<file path="config.mk">
export PLATFORM = sky130hd
export DESIGN_NAME = interrupt_ctrl_flat
export DESIGN_NICKNAME = d
export VERILOG_FILES = /design/src/rtl/irq_pkg.sv /design/src/rtl/interrupt_ctrl_if.sv /design/src/rtl/irq_prio_enc.sv /design/src/rtl/interrupt_ctrl.sv /design/src/flat_wrapper.sv
export SDC_FILE = /design/constraint.sdc
export NUM_CORES = 1
export LEC_CHECK = 0
export BUFFER_PORTS_ARGS = -buffer_cell sky130_fd_sc_hd__buf_2
export CORE_UTILIZATION = 30
export CTS_CLUSTER_DIAMETER = 120
export DETAILED_ROUTE_END_ITERATION = 12
export PLACE_DENSITY_LB_ADDON = 0.05
export REMOVE_ABC_BUFFERS = 1
export SLEW_MARGIN = 40
export SYNTH_ARGS = -nofsm -noshare
export SYNTH_HDL_FRONTEND = slang
export SYNTH_HIERARCHICAL = 1
export SYNTH_SLANG_ARGS = --single-unit
</file>
<file path="constraint.sdc">
create_clock -name clk -period 5.7 [get_ports clk]
set_input_delay 1.71 -clock clk [delete_from_list [all_inputs] [get_ports clk]]
set_output_delay 1.71 -clock clk [all_outputs]
set_load 0.03 [all_outputs]
</file>
<file path="src/rtl/irq_pkg.sv">
// Shared types and constants for the three-level interrupt controller.
// Level encoding, default handler vectors and PC width.
package irq_pkg;

  localparam int PC_W = 32;

  typedef enum logic [1:0] {
    LVL_NONE = 2'd0,
    LVL1     = 2'd1,
    LVL2     = 2'd2,
    LVL3     = 2'd3
  } lvl_e;

  localparam logic [PC_W-1:0] VEC1_DEF = 32'h0000_3000;
  localparam logic [PC_W-1:0] VEC2_DEF = 32'h0000_3400;
  localparam logic [PC_W-1:0] VEC3_DEF = 32'h0000_3800;

  function automatic logic [2:0] lvl_mask(lvl_e l);
    logic [2:0] m;
    m = 3'b000;
    unique case (l)
      LVL1:    m = 3'b001;
      LVL2:    m = 3'b010;
      LVL3:    m = 3'b100;
      default: m = 3'b000;
    endcase
    return m;
  endfunction

endpackage

</file>
<file path="src/rtl/interrupt_ctrl_if.sv">
// Core-side handshake between the interrupt controller and the CPU.
// master = controller, slave = core exception logic.
interface interrupt_ctrl_if;
  import irq_pkg::*;

  logic            int_en;
  logic            int_ack;
  logic [PC_W-1:0] pc_in;
  logic            eret;
  logic            int_req;
  logic [PC_W-1:0] int_vec;
  logic [PC_W-1:0] epc_out;

  modport master (
    input  int_en,
    input  int_ack,
    input  pc_in,
    input  eret,
    output int_req,
    output int_vec,
    output epc_out
  );

  modport slave (
    output int_en,
    output int_ack,
    output pc_in,
    output eret,
    input  int_req,
    input  int_vec,
    input  epc_out
  );

endinterface

</file>
<file path="src/rtl/irq_prio_enc.sv">
// Highest-set-bit encoder: bit0 maps to LVL1, bit2 to LVL3.
// Empty mask yields LVL_NONE.
module irq_prio_enc
  import irq_pkg::*;
(
  input  logic [2:0] mask,
  output lvl_e       lvl
);

  always_comb begin
    lvl = LVL_NONE;
    unique case (1'b1)
      mask[2]:                       lvl = LVL3;
      mask[1] && !mask[2]:           lvl = LVL2;
      mask[0] && (mask[2:1] == 2'b0): lvl = LVL1;
      default:                       lvl = LVL_NONE;
    endcase
  end

endmodule

</file>
<file path="src/rtl/interrupt_ctrl.sv">
// Three-level nesting interrupt controller with a return-PC stack.
// Level 3 is highest; a level preempts only strictly lower in-service ones.
module interrupt_ctrl
  import irq_pkg::*;
#(
  parameter logic [PC_W-1:0] VEC1 = VEC1_DEF,
  parameter logic [PC_W-1:0] VEC2 = VEC2_DEF,
  parameter logic [PC_W-1:0] VEC3 = VEC3_DEF
) (
  input  logic               clk,
  input  logic               clr,
  input  logic               inter1,
  input  logic               inter2,
  input  logic               inter3,
  interrupt_ctrl_if.master   core,
  output logic               inter_running1,
  output logic               inter_running2,
  output logic               inter_running3
);

  logic [2:0]      pend_q, pend_d;
  logic [2:0]      isr_q, isr_d;
  logic [1:0]      sp_q, sp_d;
  logic [PC_W-1:0] stk_q [3];
  logic [PC_W-1:0] stk_d [3];

  lvl_e       hp, hi;
  logic       req;
  logic       take, pop;
  logic [1:0] sp_pop;
  logic [2:0] isr_pop;

  irq_prio_enc u_pend_enc (
    .mask (pend_q),
    .lvl  (hp)
  );

  irq_prio_enc u_isr_enc (
    .mask (isr_q),
    .lvl  (hi)
  );

  always_comb begin
    req = core.int_en && (pend_q != 3'b0) && (hp > hi);
    core.int_req = req;
    unique case (hp)
      LVL3:    core.int_vec = VEC3;
      LVL2:    core.int_vec = VEC2;
      default: core.int_vec = VEC1;
    endcase
    core.epc_out = '0;
    for (int i = 0; i < 3; i++) begin
      if (sp_q == 2'(i + 1)) core.epc_out = stk_q[i];
    end
  end

  // Pop before push so ack+eret replaces the top entry in place.
  always_comb begin
    take    = core.int_ack && req;
    pop     = core.eret && (sp_q != 2'd0);
    sp_pop  = pop ? sp_q - 2'd1 : sp_q;
    isr_pop = pop ? (isr_q & ~lvl_mask(hi)) : isr_q;

    pend_d = pend_q;
    isr_d  = isr_pop;
    sp_d   = sp_pop;
    for (int i = 0; i < 3; i++) stk_d[i] = stk_q[i];

    if (take) begin
      pend_d = pend_q & ~lvl_mask(hp);
      isr_d  = isr_pop | lvl_mask(hp);
      sp_d   = sp_pop + 2'd1;
      for (int i = 0; i < 3; i++) begin
        if (sp_pop == 2'(i)) stk_d[i] = core.pc_in;
      end
    end

    // New requests win over a same-cycle acknowledge.
    pend_d = pend_d | {inter3, inter2, inter1};
  end

  always_ff @(posedge clk) begin
    if (clr) begin
      pend_q <= '0;
      isr_q  <= '0;
      sp_q   <= '0;
      for (int i = 0; i < 3; i++) stk_q[i] <= '0;
    end else begin
      pend_q <= pend_d;
      isr_q  <= isr_d;
      sp_q   <= sp_d;
      for (int i = 0; i < 3; i++) stk_q[i] <= stk_d[i];
    end
  end

  assign inter_running1 = isr_q[0];
  assign inter_running2 = isr_q[1];
  assign inter_running3 = isr_q[2];

endmodule

</file>
<file path="src/flat_wrapper.sv">
// flat-port wrapper written by rule: the top's interface ports become plain ports
module interrupt_ctrl_flat import irq_pkg::*;
#(
  parameter logic [PC_W-1:0] VEC1 = VEC1_DEF,
  parameter logic [PC_W-1:0] VEC2 = VEC2_DEF,
  parameter logic [PC_W-1:0] VEC3 = VEC3_DEF
)
  (clk, clr, inter1, inter2, inter3, inter_running1, inter_running2, inter_running3, core_int_en, core_int_ack, core_pc_in, core_eret, core_int_req, core_int_vec, core_epc_out);
  interrupt_ctrl_if core_i ();
  input  logic clk;
  input  logic clr;
  input  logic inter1;
  input  logic inter2;
  input  logic inter3;
  output logic inter_running1;
  output logic inter_running2;
  output logic inter_running3;
  input wire logic [$bits(core_i.int_en)-1:0] core_int_en;
  input wire logic [$bits(core_i.int_ack)-1:0] core_int_ack;
  input wire logic [$bits(core_i.pc_in)-1:0] core_pc_in;
  input wire logic [$bits(core_i.eret)-1:0] core_eret;
  output wire logic [$bits(core_i.int_req)-1:0] core_int_req;
  output wire logic [$bits(core_i.int_vec)-1:0] core_int_vec;
  output wire logic [$bits(core_i.epc_out)-1:0] core_epc_out;
  assign core_i.int_en = core_int_en;
  assign core_i.int_ack = core_int_ack;
  assign core_i.pc_in = core_pc_in;
  assign core_i.eret = core_eret;
  assign core_int_req = core_i.int_req;
  assign core_int_vec = core_i.int_vec;
  assign core_epc_out = core_i.epc_out;
  interrupt_ctrl #(.VEC1(VEC1), .VEC2(VEC2), .VEC3(VEC3)) u_core (.clk(clk), .clr(clr), .inter1(inter1), .inter2(inter2), .inter3(inter3), .core(core_i), .inter_running1(inter_running1), .inter_running2(inter_running2), .inter_running3(inter_running3));
endmodule
</file>
-- Yosys cells after proc, flatten, opt, wreduce, memory -nomap -nowiden
Memories as Yosys holds them, arrays and structs flattened.
Cells that the tools add are included.
- memories kept: 1
- output and inout bits: 68
- bits of input ports: 40
- bits in writable memories: 96
- flip-flop bits (word level): 8
- word-level logic and storage cells: 66
- memory list (memory ; depth ; bits a word ; rd ports ; clocked after memory_dff ; write ports ; line ; source):
    u_core.stk_q ; 3 ; 32 ; 3 ; 0 ; 3 ; interrupt_ctrl.sv:24 ; logic [PC_W-1:0] stk_q [3];
- reduce and logical (&&, ||, !) cells: 15
- equal/unequal tests: 11
- magnitude comparators: 1
- bitwise logic cells: 9
- add/subtract/negate cells: 2
- mux-type cells: 24
- operator list (cell ; count):
    2-to-1 mux 32 bit ; 9
    2-to-1 mux 96 bit ; 1
    case mux 12 bit (2 select lines) ; 1
    case mux 3 bit (3 select lines) ; 2
    == test 2 bit, second input constant ; 7
    2-to-1 mux 3 bit ; 4
    case mux 2 bit (3 select lines) ; 2
    == test 2 x 1 -> 1 bit, second input constant ; 4
    logical AND 1 bit ; 8
    bitwise AND 3 bit ; 2
    zero test 2 bit ; 3
    NOT 3 bit ; 2
    bitwise OR 3 bit ; 2
    2-to-1 mux 2 bit ; 2
    2-to-1 mux 1 bit ; 3
    bitwise OR 1 bit ; 3
    nonzero test 3 bit ; 1
    adder 2 x 1 -> 2 bit, second input constant ; 1
    > comparator 2 bit ; 1
    zero test 1 bit ; 2
    nonzero test 2 bit ; 1
    subtractor 2 x 1 -> 2 bit, second input constant ; 1

-- Logic depth before layout (Yosys ltp)
Gate-level depths: netlist (run 1).
- depth in word-level cells: 11
- mapped depth: 10
- depth with buffers taken out: 8

-- By module
The synthesis (run 1) kept the hierarchy.
- by module, submodules not included (module ; times used ; cells each ; area an instance (µm²)):
    interrupt_ctrl ; 1 ; 616 ; 5151.2
    irq_prio_enc ; 2 ; 3 ; 17.5

-- Least setup slack after synthesis (run 1)
OpenSTA, ideal clock, no wires.
- kind: input -> output
- start: input port core_int_en
- end: output port core_int_req
- arrival time: 2050 ps
- stages: 2
- slack: 1940 ps
- cells stage by stage: o2111a_1 > buf_6
- longest elaborated chain between the ends: 2
- ends and longest elaborated chain (item ; line ; source):
    start: declaration ; flat_wrapper.sv:18 ; input wire logic [$bits(core_i.int_en)-1:0] core_int_en;
    logical AND 1 bit (2 in series) ; interrupt_ctrl.sv:44 ; req = core.int_en && (pend_q != 3'b0) && (hp > hi);
    end: declaration ; flat_wrapper.sv:22 ; output wire logic [$bits(core_i.int_req)-1:0] core_int_req;
Every way passes these cells.

-- Final worst setup path (run 1)
Same ends and word-level chain as after synthesis.

==> flow_metrics.py, run 1 <==
metrics = {
    "clock_tree": {
        "cts_tree": "built",
        "cts_hold_buf": 0,
        "cts_sinks": 104,
        "root_buffer": "clkbuf_16",
        "clk_path_buf_depth": 2,
        "cts_buffers": 9,
        "cts_setup_buffers": 0,
        "h-tree-depth": 3,
        "clkLatencyLatePin_ns": 0.34,
        "cts.repair.resized": 0,
        "clk_pin_slew_ns": 0.07,
    },
    "worst_setup_path": {
        "rr_startpoint": "u_core/pend_q[1]",
        "r2r_slack_ns": 3.07,
        "worstSetupEndpoint": "core_int_req",
        "end_kind": "output port",
        "critPathKind": "in -> out",
        "worst-r2r-cell-count": 6,
        "critical_path.cell_chain": "buf_2 -> o2111a_1 -> buf_2",
        "slowest_delay_ns": 0.46,
        "crit_top_cell": "buf_2",
        "worst-path-max-fanout": 8,
        "worstPathRequired_ns": 3.99,
        "crit_slowest_cell": "o2111a_1",
        "worst-path-stages": 3,
        "critical_path.top_delay_family": "compound AO/OA/AOI/OAI gates",
        "critPathLaunch": "core_int_en",
        "start_kind": "input port",
        "arrival_ns": 2.54,
        "path_buf_inv": 2,
        "worstReg2RegEnd": "u_core/stk_q[0][91]",
    },
    "placed_design": {
        "port_buffers": 77,
        "globalplace.congestion": 0.683,
        "dpl.hpwl_um": 7280,
        "placed_cell_area_um2": 5460,
        "dpl_worst_slack_ns": 1.44,
    },
    "synth": {
        "syn_avg_cell_area_um2": 8.34,
        "synth_fa_ha_area_frac": 0.0217,
        "ys_warn_count": 6,
        "synth.mux.area_fraction": 0.187,
        "syn-cell-area_um2": 5190,
        "ys_types": 30,
        "synth-simple-area-share": 0.191,
        "synth-compound-area-share": 0.0835,
        "ys_ff_latch": 104,
        "synth_top_family_by_area": "simple AND/OR/NAND/NOR gates",
        "synth_xor_area_frac": 0.00169,
        "yosysSeqAreaShare": 0.401,
        "synthCells": 622,
    },
    "run_status": {
        "status": "finished clean",
    },
    "cells_and_area": {
        "num_antenna_cells": 0,
        "layout_commonest_cell": "nand2_1",
        "stdcell_area_um2": 5750,
        "nFillCells": 1770,
        "nNetsFinal": 719,
        "drive_gt1_frac": 0.154,
        "layout_common_cells": "196 x nand2_1, 104 x dfxtp_1, 97 x mux2i_1",
        "fin_util": 0.343,
        "areaGrowthSynthToFinish_pct": 10.9,
    },
    "sta": {
        "max_freq_ghz": 0.235,
        "rsz0062_at_grt": "no",
        "max-slew-margin-rel": 0.470,
        "setup_tns_ns": 0,
        "fin_skew_ns": 0.00678,
        "setup_viol": 0,
        "finalHoldViolCount": 0,
        "layout_min_cycle_time_ns": 4.25,
        "final_max_slew_viol_count": 0,
        "post-route-period-util": 0.746,
        "worstMarginPinSlew_ns": 0.795,
        "fin_ws_ns": 1.45,
    },
    "power": {
        "power_density_nw_per_um2": 309,
        "leakage_uw": 0.00295,
        "vdd_drop_max_v": 0.000172,
    },
    "routing": {
        "initialDrtViolationCount": 222,
        "ant_nets": 0,
        "vias": 4029,
        "drc_errors": 0,
        "routedWlPerCell_um": 13.3,
        "drt-vias-per-instance": 4.51,
        "dr.pass1.iters": 4,
        "wl_um": 11900,
    },
    "die": {
        "core_area_um2": 16800,
        "initial_utilization": 0.309,
        "ios": 108,
        "rows": 47,
        "die_area_um2": 17800,
        "fp.dieH_um": 133,
        "die_w_um": 133,
    },
    "global_route": {
        "grt_pass1_wl_um": 19400,
        "antenna_found_initial": 0,
        "grt_max_degree": 77,
        "globalRouteOverflowTotal": 0,
        "grtUsageTotal": 0.139,
        "grt_pass1_vias": 3789,
    },
    "job": {
        "drv_cap": 0,
    },
    "hold_path": {
        "min_path_cells": 2,
        "min_path_type": "reg -> reg",
    },
}
-- power breakdown --
part           internal, uW  switching (uW)
clock network           348             264
registers               768            23.4
logic                   112             263
total                  1230             550
-- final cells by class --
cell class | instances | area, um^2 | area share
Clock buffer | 11 | 243 | 0.0422
Sequential cell | 104 | 2080 | 0.362
Clock inverter | 4 | 45.0 | 0.00783
Tap cell | 220 | 275 | 0.0479
Multi-Input combinational cell | 462 | 2640 | 0.460
Inverter | 12 | 47.5 | 0.00827
Timing Repair Buffer | 81 | 415 | 0.0722
-- stage by stage --
step / hold slack [ns] / instances / power (uW)
6_report: 0.460 / 894 / 1780
5_1_grt: 0.473 / 894 / 1890
4_1_cts: 0.463 / 894 / 1810
3_5_place_dp: 0.453 / 879 / 1190
3_3_place_gp: 0.446 / 879 / 1180
2_1_floorplan: 0.440 / 578 / 1070
-- worst min-delay path by stage --
| stage | endpoint | startpoint |
|---|---|---|
| after floorplan | u_core/stk_q[0][0] | u_core/stk_q[0][0] |
| after CTS | u_core/stk_q[0][30] | u_core/stk_q[0][30] |
| after detailed placement | u_core/stk_q[0][69] | u_core/stk_q[0][69] |
| final | u_core/stk_q[0][93] | u_core/stk_q[0][93] |
| after global routing | u_core/stk_q[0][29] | u_core/stk_q[0][29] |
| after global placement | u_core/stk_q[0][71] | u_core/stk_q[0][71] |
-- routing by layer --
metal  GRT usage  vias to the layer above  wire length, um
met1       0.193                     1878             5940
met2       0.218                       74             5490
met4      0.0492                        0              104
met3      0.0221                        8              348
met5           0                        -                0
li1            -                     2069                -
-- state kept, by name, summed over array words and instances, names as in the netlist --
register       cells
u_core/isr_q       3
u_core/pend_q      3
u_core/sp_q        2
u_core/stk_q      96
-- cells in the mapped netlist, drive strengths merged --
master | number | area [um^2]
and2 | 1 | 8.76
o311ai | 3 | 26.3
or3 | 1 | 6.26
nand4 | 1 | 6.26
or2 | 2 | 12.5
conb | 2 | 7.51
nor2b | 1 | 6.26
nor2 | 38 | 143
nand2b | 2 | 12.5
mux2i | 97 | 971
a21o | 2 | 15.0
ha | 9 | 113
inv | 12 | 45.0
a21oi | 33 | 165
o21ai | 36 | 180
a211oi | 4 | 35.0
nand3 | 4 | 57.6
nand2 | 196 | 736
clkbuf | 26 | 97.6
xnor2 | 1 | 8.76
o2111a | 1 | 11.3
dfxtp | 104 | 2080
buf | 46 | 440
-- logic make-up after synthesis --
kind of cell | Yosys count
compound gates | 79
xor+xnor | 1
fa+ha+maj | 9
buf+inv | 84
flops | 104
mux | 97
other cells | 2
simple gates | 246
-- worst register-to-register path, stage by stage (launching register included) --
cell	delay (ns)
dfxtp_1	0.33
or2_1	0.28
ha_1	0.31
nor2b_1	0.13
o2111a_1	0.48
nand3_4	0.64
mux2i_1	0.38
No activity file was read; power rests on OpenSTA's default activity.
==> inputs of run 2 (changes only) <==
==> constraint.sdc (replaced) <==
create_clock -name clk -period 4 [get_ports clk]
set_input_delay 1.2 -clock clk [delete_from_list [all_inputs] [get_ports clk]]
set_output_delay 1.2 -clock clk [all_outputs]
set_load 0.03 [all_outputs]
==> flow_metrics.py, run 2 (synthesis results as in run 1) <==
metrics = {
    "global_route": {
        "globalRouteOverflowTotal": 0,
        "grtUsageTotal": 0.140,
        "grt_pass1_wl_um": 19500,
        "antenna_found_initial": 0,
        "grt_max_degree": 71,
        "grt_pass1_vias": 3810,
    },
    "routing": {
        "wl_um": 12100,
        "drc_errors": 0,
        "ant_nets": 0,
        "routedWlPerCell_um": 13.5,
        "drt-vias-per-instance": 4.49,
        "initialDrtViolationCount": 163,
        "dr.pass1.iters": 4,
        "vias": 4033,
    },
    "worst_setup_path": {
        "worstSetupEndpoint": "core_epc_out[4]",
        "critical_path.top_delay_family": "buffers and inverters",
        "critPathKind": "reg -> out",
        "slowest_delay_ns": 0.53,
        "arrival_ns": 2.36,
        "r2r_slack_ns": 1.47,
        "worstPathRequired_ns": 2.80,
        "critical_path.cell_chain": "ha_2 -> buf_4 -> nand2_1 -> nor2_1 -> a21oi_1 -> o21ai_0 -> buf_2",
        "end_kind": "output port",
        "worst-path-stages": 7,
        "critPathLaunch": "u_core/sp_q[0]",
        "worstReg2RegEnd": "u_core/stk_q[0][95]",
        "start_kind": "flop",
        "rr_startpoint": "u_core/sp_q[0]",
        "path_buf_inv": 2,
        "crit_slowest_cell": "ha_2",
        "worst-path-max-fanout": 19,
        "worst-r2r-cell-count": 9,
    },
    "die": {
        "die_area_um2": 17800,
        "fp.dieH_um": 133,
        "initial_utilization": 0.309,
        "core_area_um2": 16800,
        "die_w_um": 133,
        "rows": 47,
        "ios": 108,
    },
    "cells_and_area": {
        "layout_commonest_cell": "nand2_1",
        "layout_common_cells": "196 x nand2_1, 104 x dfxtp_1, 97 x mux2i_1",
        "drive_gt1_frac": 0.159,
        "fin_util": 0.346,
        "num_antenna_cells": 0,
        "areaGrowthSynthToFinish_pct": 11.8,
        "multi_input_area_um2": 2630,
        "largest_registers": "u_core/stk_q: 96 flops, u_core/isr_q: 3 flops, u_core/pend_q: 3 flops",
        "nNetsFinal": 722,
        "largest_reg_flops": 96,
        "ff_latch_area_um2": 2080,
        "top_register": "u_core/stk_q",
        "nFillCells": 1815,
    },
    "sta": {
        "final_max_slew_viol_count": 0,
        "max-slew-margin-rel": 0.520,
        "rsz0062_at_grt": "no",
        "setup_viol": 0,
        "worstMarginPinSlew_ns": 0.720,
        "finalHoldViolCount": 0,
        "layout_min_cycle_time_ns": 3.56,
        "setup_tns_ns": 0,
        "max_freq_ghz": 0.281,
        "fin_skew_ns": 0.00670,
        "post-route-period-util": 0.890,
    },
    "clock_tree": {
        "cts_tree": "built",
        "cts_setup_buffers": 0,
        "cts_sinks": 104,
        "cts_hold_buf": 0,
        "h-tree-depth": 3,
        "clk_pin_slew_ns": 0.07,
        "clk_path_buf_depth": 2,
        "clkLatencyLatePin_ns": 0.35,
        "cts_buffers": 9,
        "root_buffer": "clkbuf_16",
        "cts.repair.resized": 0,
    },
    "run_status": {
        "status": "finished clean",
    },
    "hold_path": {
        "min_path_cells": 2,
        "min_path_type": "reg -> reg",
    },
    "placed_design": {
        "dpl.hpwl_um": 7670,
        "port_buffers": 77,
        "globalplace.congestion": 0.715,
    },
    "job": {
        "drv_cap": 0,
    },
    "power": {
        "power_density_nw_per_um2": 444,
        "vdd_drop_max_v": 0.000238,
        "leakage_uw": 0.00297,
    },
}
run 2: changes by cell type in the layout (fill, tap and decap cells not counted):
cell | previous run | this run
buf_12 | 0 | 2
buf_4 | 4 | 5
clkinv_2 | 3 | 2
clkinv_4 | 0 | 1
clkinvlp_4 | 0 | 1
ha_2 | 2 | 3
ha_4 | 1 | 0
run 2: area by class of cell:
type                            instances  area share
Multi-Input combinational cell        462       0.454
Timing Repair Buffer                   84      0.0798
Clock buffer                           11      0.0418
Inverter                               12     0.00820
Clock inverter                          5     0.00971
Tap cell                              220      0.0475
Sequential cell                       104       0.359
run 2: stage by stage:
step,worst slack (ns),hold slack [ns],std cells,cell area [um^2],total power (uW)
CTS,0.442,0.463,898,5800,2620
global placement,0.887,0.444,882,5500,1700
global route,0.288,0.477,898,5800,2720
finish,0.441,0.461,898,5800,2580
floorplan,0.352,0.440,578,4750,1520
detailed placement,0.842,0.452,882,5500,1710
run 2: layer usage:
metal	vias up	wire length [um]	GRT usage
li1	2077	-	-
met1	1860	5670	0.179
met2	88	5830	0.233
met3	8	467	0.0308
met4	0	167	0.0473
met5	-	0	0
run 2: power breakdown:
part | total (uW) | switching (uW) | leakage (uW) | internal [uW]
logic | 549 | 382 | 0.00198 | 167
clock network | 901 | 399 | 0.000145 | 502
registers | 1130 | 32.5 | 0.000841 | 1090
total | 2580 | 813 | 0.00297 | 1760
run 2: worst min path at each step:
stage	start	slack, ns	endpoint
CTS	u_core/stk_q[0][34]	0.46	u_core/stk_q[0][34]
floorplan	u_core/stk_q[0][0]	0.44	u_core/stk_q[0][0]
finish	u_core/stk_q[0][34]	0.46	u_core/stk_q[0][34]
global route	u_core/stk_q[0][91]	0.48	u_core/stk_q[0][91]
global placement	u_core/stk_q[0][90]	0.44	u_core/stk_q[0][90]
detailed placement	u_core/stk_q[0][86]	0.45	u_core/stk_q[0][86]
run 2: tightest hold or removal path: cells and delay by family (launching register included):
family           cells  cell delay, ns
multiplexers         1            0.05
AND/OR/NAND/NOR      1            0.05
flip-flops           1            0.31
==> inputs of run 3 (changes only) <==
--- a/config.mk
+++ b/config.mk
@@ -10,7 +10,6 @@
 export CTS_CLUSTER_DIAMETER = 120
 export DETAILED_ROUTE_END_ITERATION = 12
 export PLACE_DENSITY_LB_ADDON = 0.05
-export REMOVE_ABC_BUFFERS = 1
 export SLEW_MARGIN = 40
 export SYNTH_ARGS = -nofsm -noshare
 export SYNTH_HDL_FRONTEND = slang
==> flow_metrics.py, run 3 (synthesis results as in run 1) <==
metrics = {
    "run_status": {
        "status": "finished clean",
    },
    "clock_tree": {
        "cts_tree": "built",
        "cts.repair.resized": 0,
        "cts_hold_buf": 0,
        "clk_path_buf_depth": 2,
        "cts_buffers": 9,
        "clkLatencyLatePin_ns": 0.35,
        "root_buffer": "clkbuf_16",
        "cts_setup_buffers": 0,
        "clk_pin_slew_ns": 0.07,
        "cts_sinks": 104,
        "h-tree-depth": 3,
    },
    "hold_path": {
        "min_path_type": "reg -> reg",
        "hold_start": "u_core/stk_q[0][93]",
        "hold_end": "u_core/stk_q[0][93]",
        "min_path_cells": 2,
    },
    "routing": {
        "drc_errors": 0,
        "dr.pass1.iters": 4,
        "vias": 4036,
        "initialDrtViolationCount": 156,
        "routedWlPerCell_um": 13.4,
        "wl_um": 12100,
        "ant_nets": 0,
        "drt-vias-per-instance": 4.48,
    },
    "die": {
        "ios": 108,
        "initial_utilization": 0.309,
        "die_w_um": 133,
        "core_area_um2": 16800,
        "fp.dieH_um": 133,
        "rows": 47,
        "die_area_um2": 17800,
    },
    "sta": {
        "max-slew-margin-rel": 0.476,
        "worstMarginPinSlew_ns": 0.786,
        "layout_min_cycle_time_ns": 3.55,
        "max_freq_ghz": 0.282,
        "finalHoldViolCount": 0,
        "post-route-period-util": 0.887,
        "setup_viol": 0,
        "final_max_slew_viol_count": 0,
        "setup_tns_ns": 0,
        "rsz0062_at_grt": "no",
        "fin_skew_ns": 0.00668,
    },
    "cells_and_area": {
        "top_register": "u_core/stk_q",
        "stdcell_area_um2": 5850,
        "num_antenna_cells": 0,
        "areaGrowthSynthToFinish_pct": 12.8,
        "largest_registers": "u_core/stk_q: 96 flops, u_core/isr_q: 3 flops, u_core/pend_q: 3 flops",
        "largest_reg_flops": 96,
        "nNetsFinal": 724,
        "drive_gt1_frac": 0.162,
        "fin_util": 0.349,
        "layout_commonest_cell": "nand2_1",
        "layout_common_cells": "196 x nand2_1, 104 x dfxtp_1, 97 x mux2i_1",
    },
    "global_route": {
        "grt_pass1_wl_um": 19600,
        "antenna_found_initial": 0,
        "globalRouteOverflowTotal": 0,
        "grtUsageTotal": 0.140,
        "grt_pass1_vias": 3895,
        "grt_max_degree": 47,
    },
    "job": {
        "drv_cap": 0,
    },
    "power": {
        "power_density_nw_per_um2": 449,
        "vdd_drop_max_v": 0.000191,
        "leakage_uw": 0.00300,
    },
    "worst_setup_path": {
        "worst-r2r-cell-count": 6,
        "worst-path-max-fanout": 38,
        "start_kind": "flop",
        "worstReg2RegEnd": "u_core/stk_q[0][62]",
        "worstPathRequired_ns": 2.80,
        "rr_startpoint": "u_core/pend_q[1]",
        "r2r_slack_ns": 1.43,
        "end_kind": "output port",
        "arrival_ns": 2.35,
        "critPathKind": "reg -> out",
    },
    "placed_design": {
        "placed_cell_area_um2": 5530,
        "dpl.hpwl_um": 7720,
        "port_buffers": 77,
        "globalplace.congestion": 0.718,
    },
}
-- run 3: changes by cell type in the layout (fill, tap and decap cells not counted), sizes merged --
cell    before  now
bufinv       1    2
buf         84   86
clkbuf      11   10
-- run 3: worst max-delay path by stage --
stage	endpoint	cells past startpoint	slack, ns	start
4_1_cts	core_epc_out[12]	7	0.39	u_core/sp_q[0]
3_3_place_gp	core_int_req	3	0.81	core_int_en
5_1_grt	core_epc_out[12]	7	0.22	u_core/sp_q[0]
3_5_place_dp	core_int_req	3	0.77	core_int_en
6_report	core_epc_out[28]	7	0.45	u_core/sp_q[0]
2_1_floorplan	core_epc_out[22]	6	0.94	u_core/sp_q[0]
-- run 3: metal layers --
metal | track usage | share of wire
met2 | 0.226 | 0.45
met5 | 0 | 0
met3 | 0.0251 | 0.036
met4 | 0.0587 | 0.016
met1 | 0.183 | 0.50
-- run 3: layout make-up --
class / count / area [um^2]
Multi-Input combinational cell: 462 / 2630
Clock inverter: 6 / 82.6
Timing Repair Buffer: 86 / 490
Fill cell: 1764 / 10900
Sequential cell: 104 / 2080
Clock buffer: 10 / 239
Tap cell: 220 / 275
Inverter: 12 / 47.5
-- run 3: where the power goes --
part           internal (uW)  total [uW]  switching [uW]
logic                    169         547             379
registers               1090        1130            32.2
clock network            562         951             388
-- run 3: stage by stage --
| stage | cells | hold slack (ns) | setup slack, ns | total power, uW |
|---|---|---|---|---|
| 2_1_floorplan | 650 | 0.439 | 0.935 | 1600 |
| 3_3_place_gp | 884 | 0.444 | 0.806 | 1700 |
| 3_5_place_dp | 884 | 0.452 | 0.768 | 1710 |
| 4_1_cts | 900 | 0.463 | 0.387 | 2680 |
| 5_1_grt | 900 | 0.476 | 0.216 | 2770 |
| 6_report | 900 | 0.459 | 0.451 | 2620 |
-- run 3: worst max-delay path: stages, from the launching register on --
cell and delay (ns):
dfxtp_1 0.36, inv_1 0.11, ha_2 0.70, buf_4 0.32
nor2_1 0.07, a21oi_1 0.13, o21ai_0 0.09, buf_2 0.21
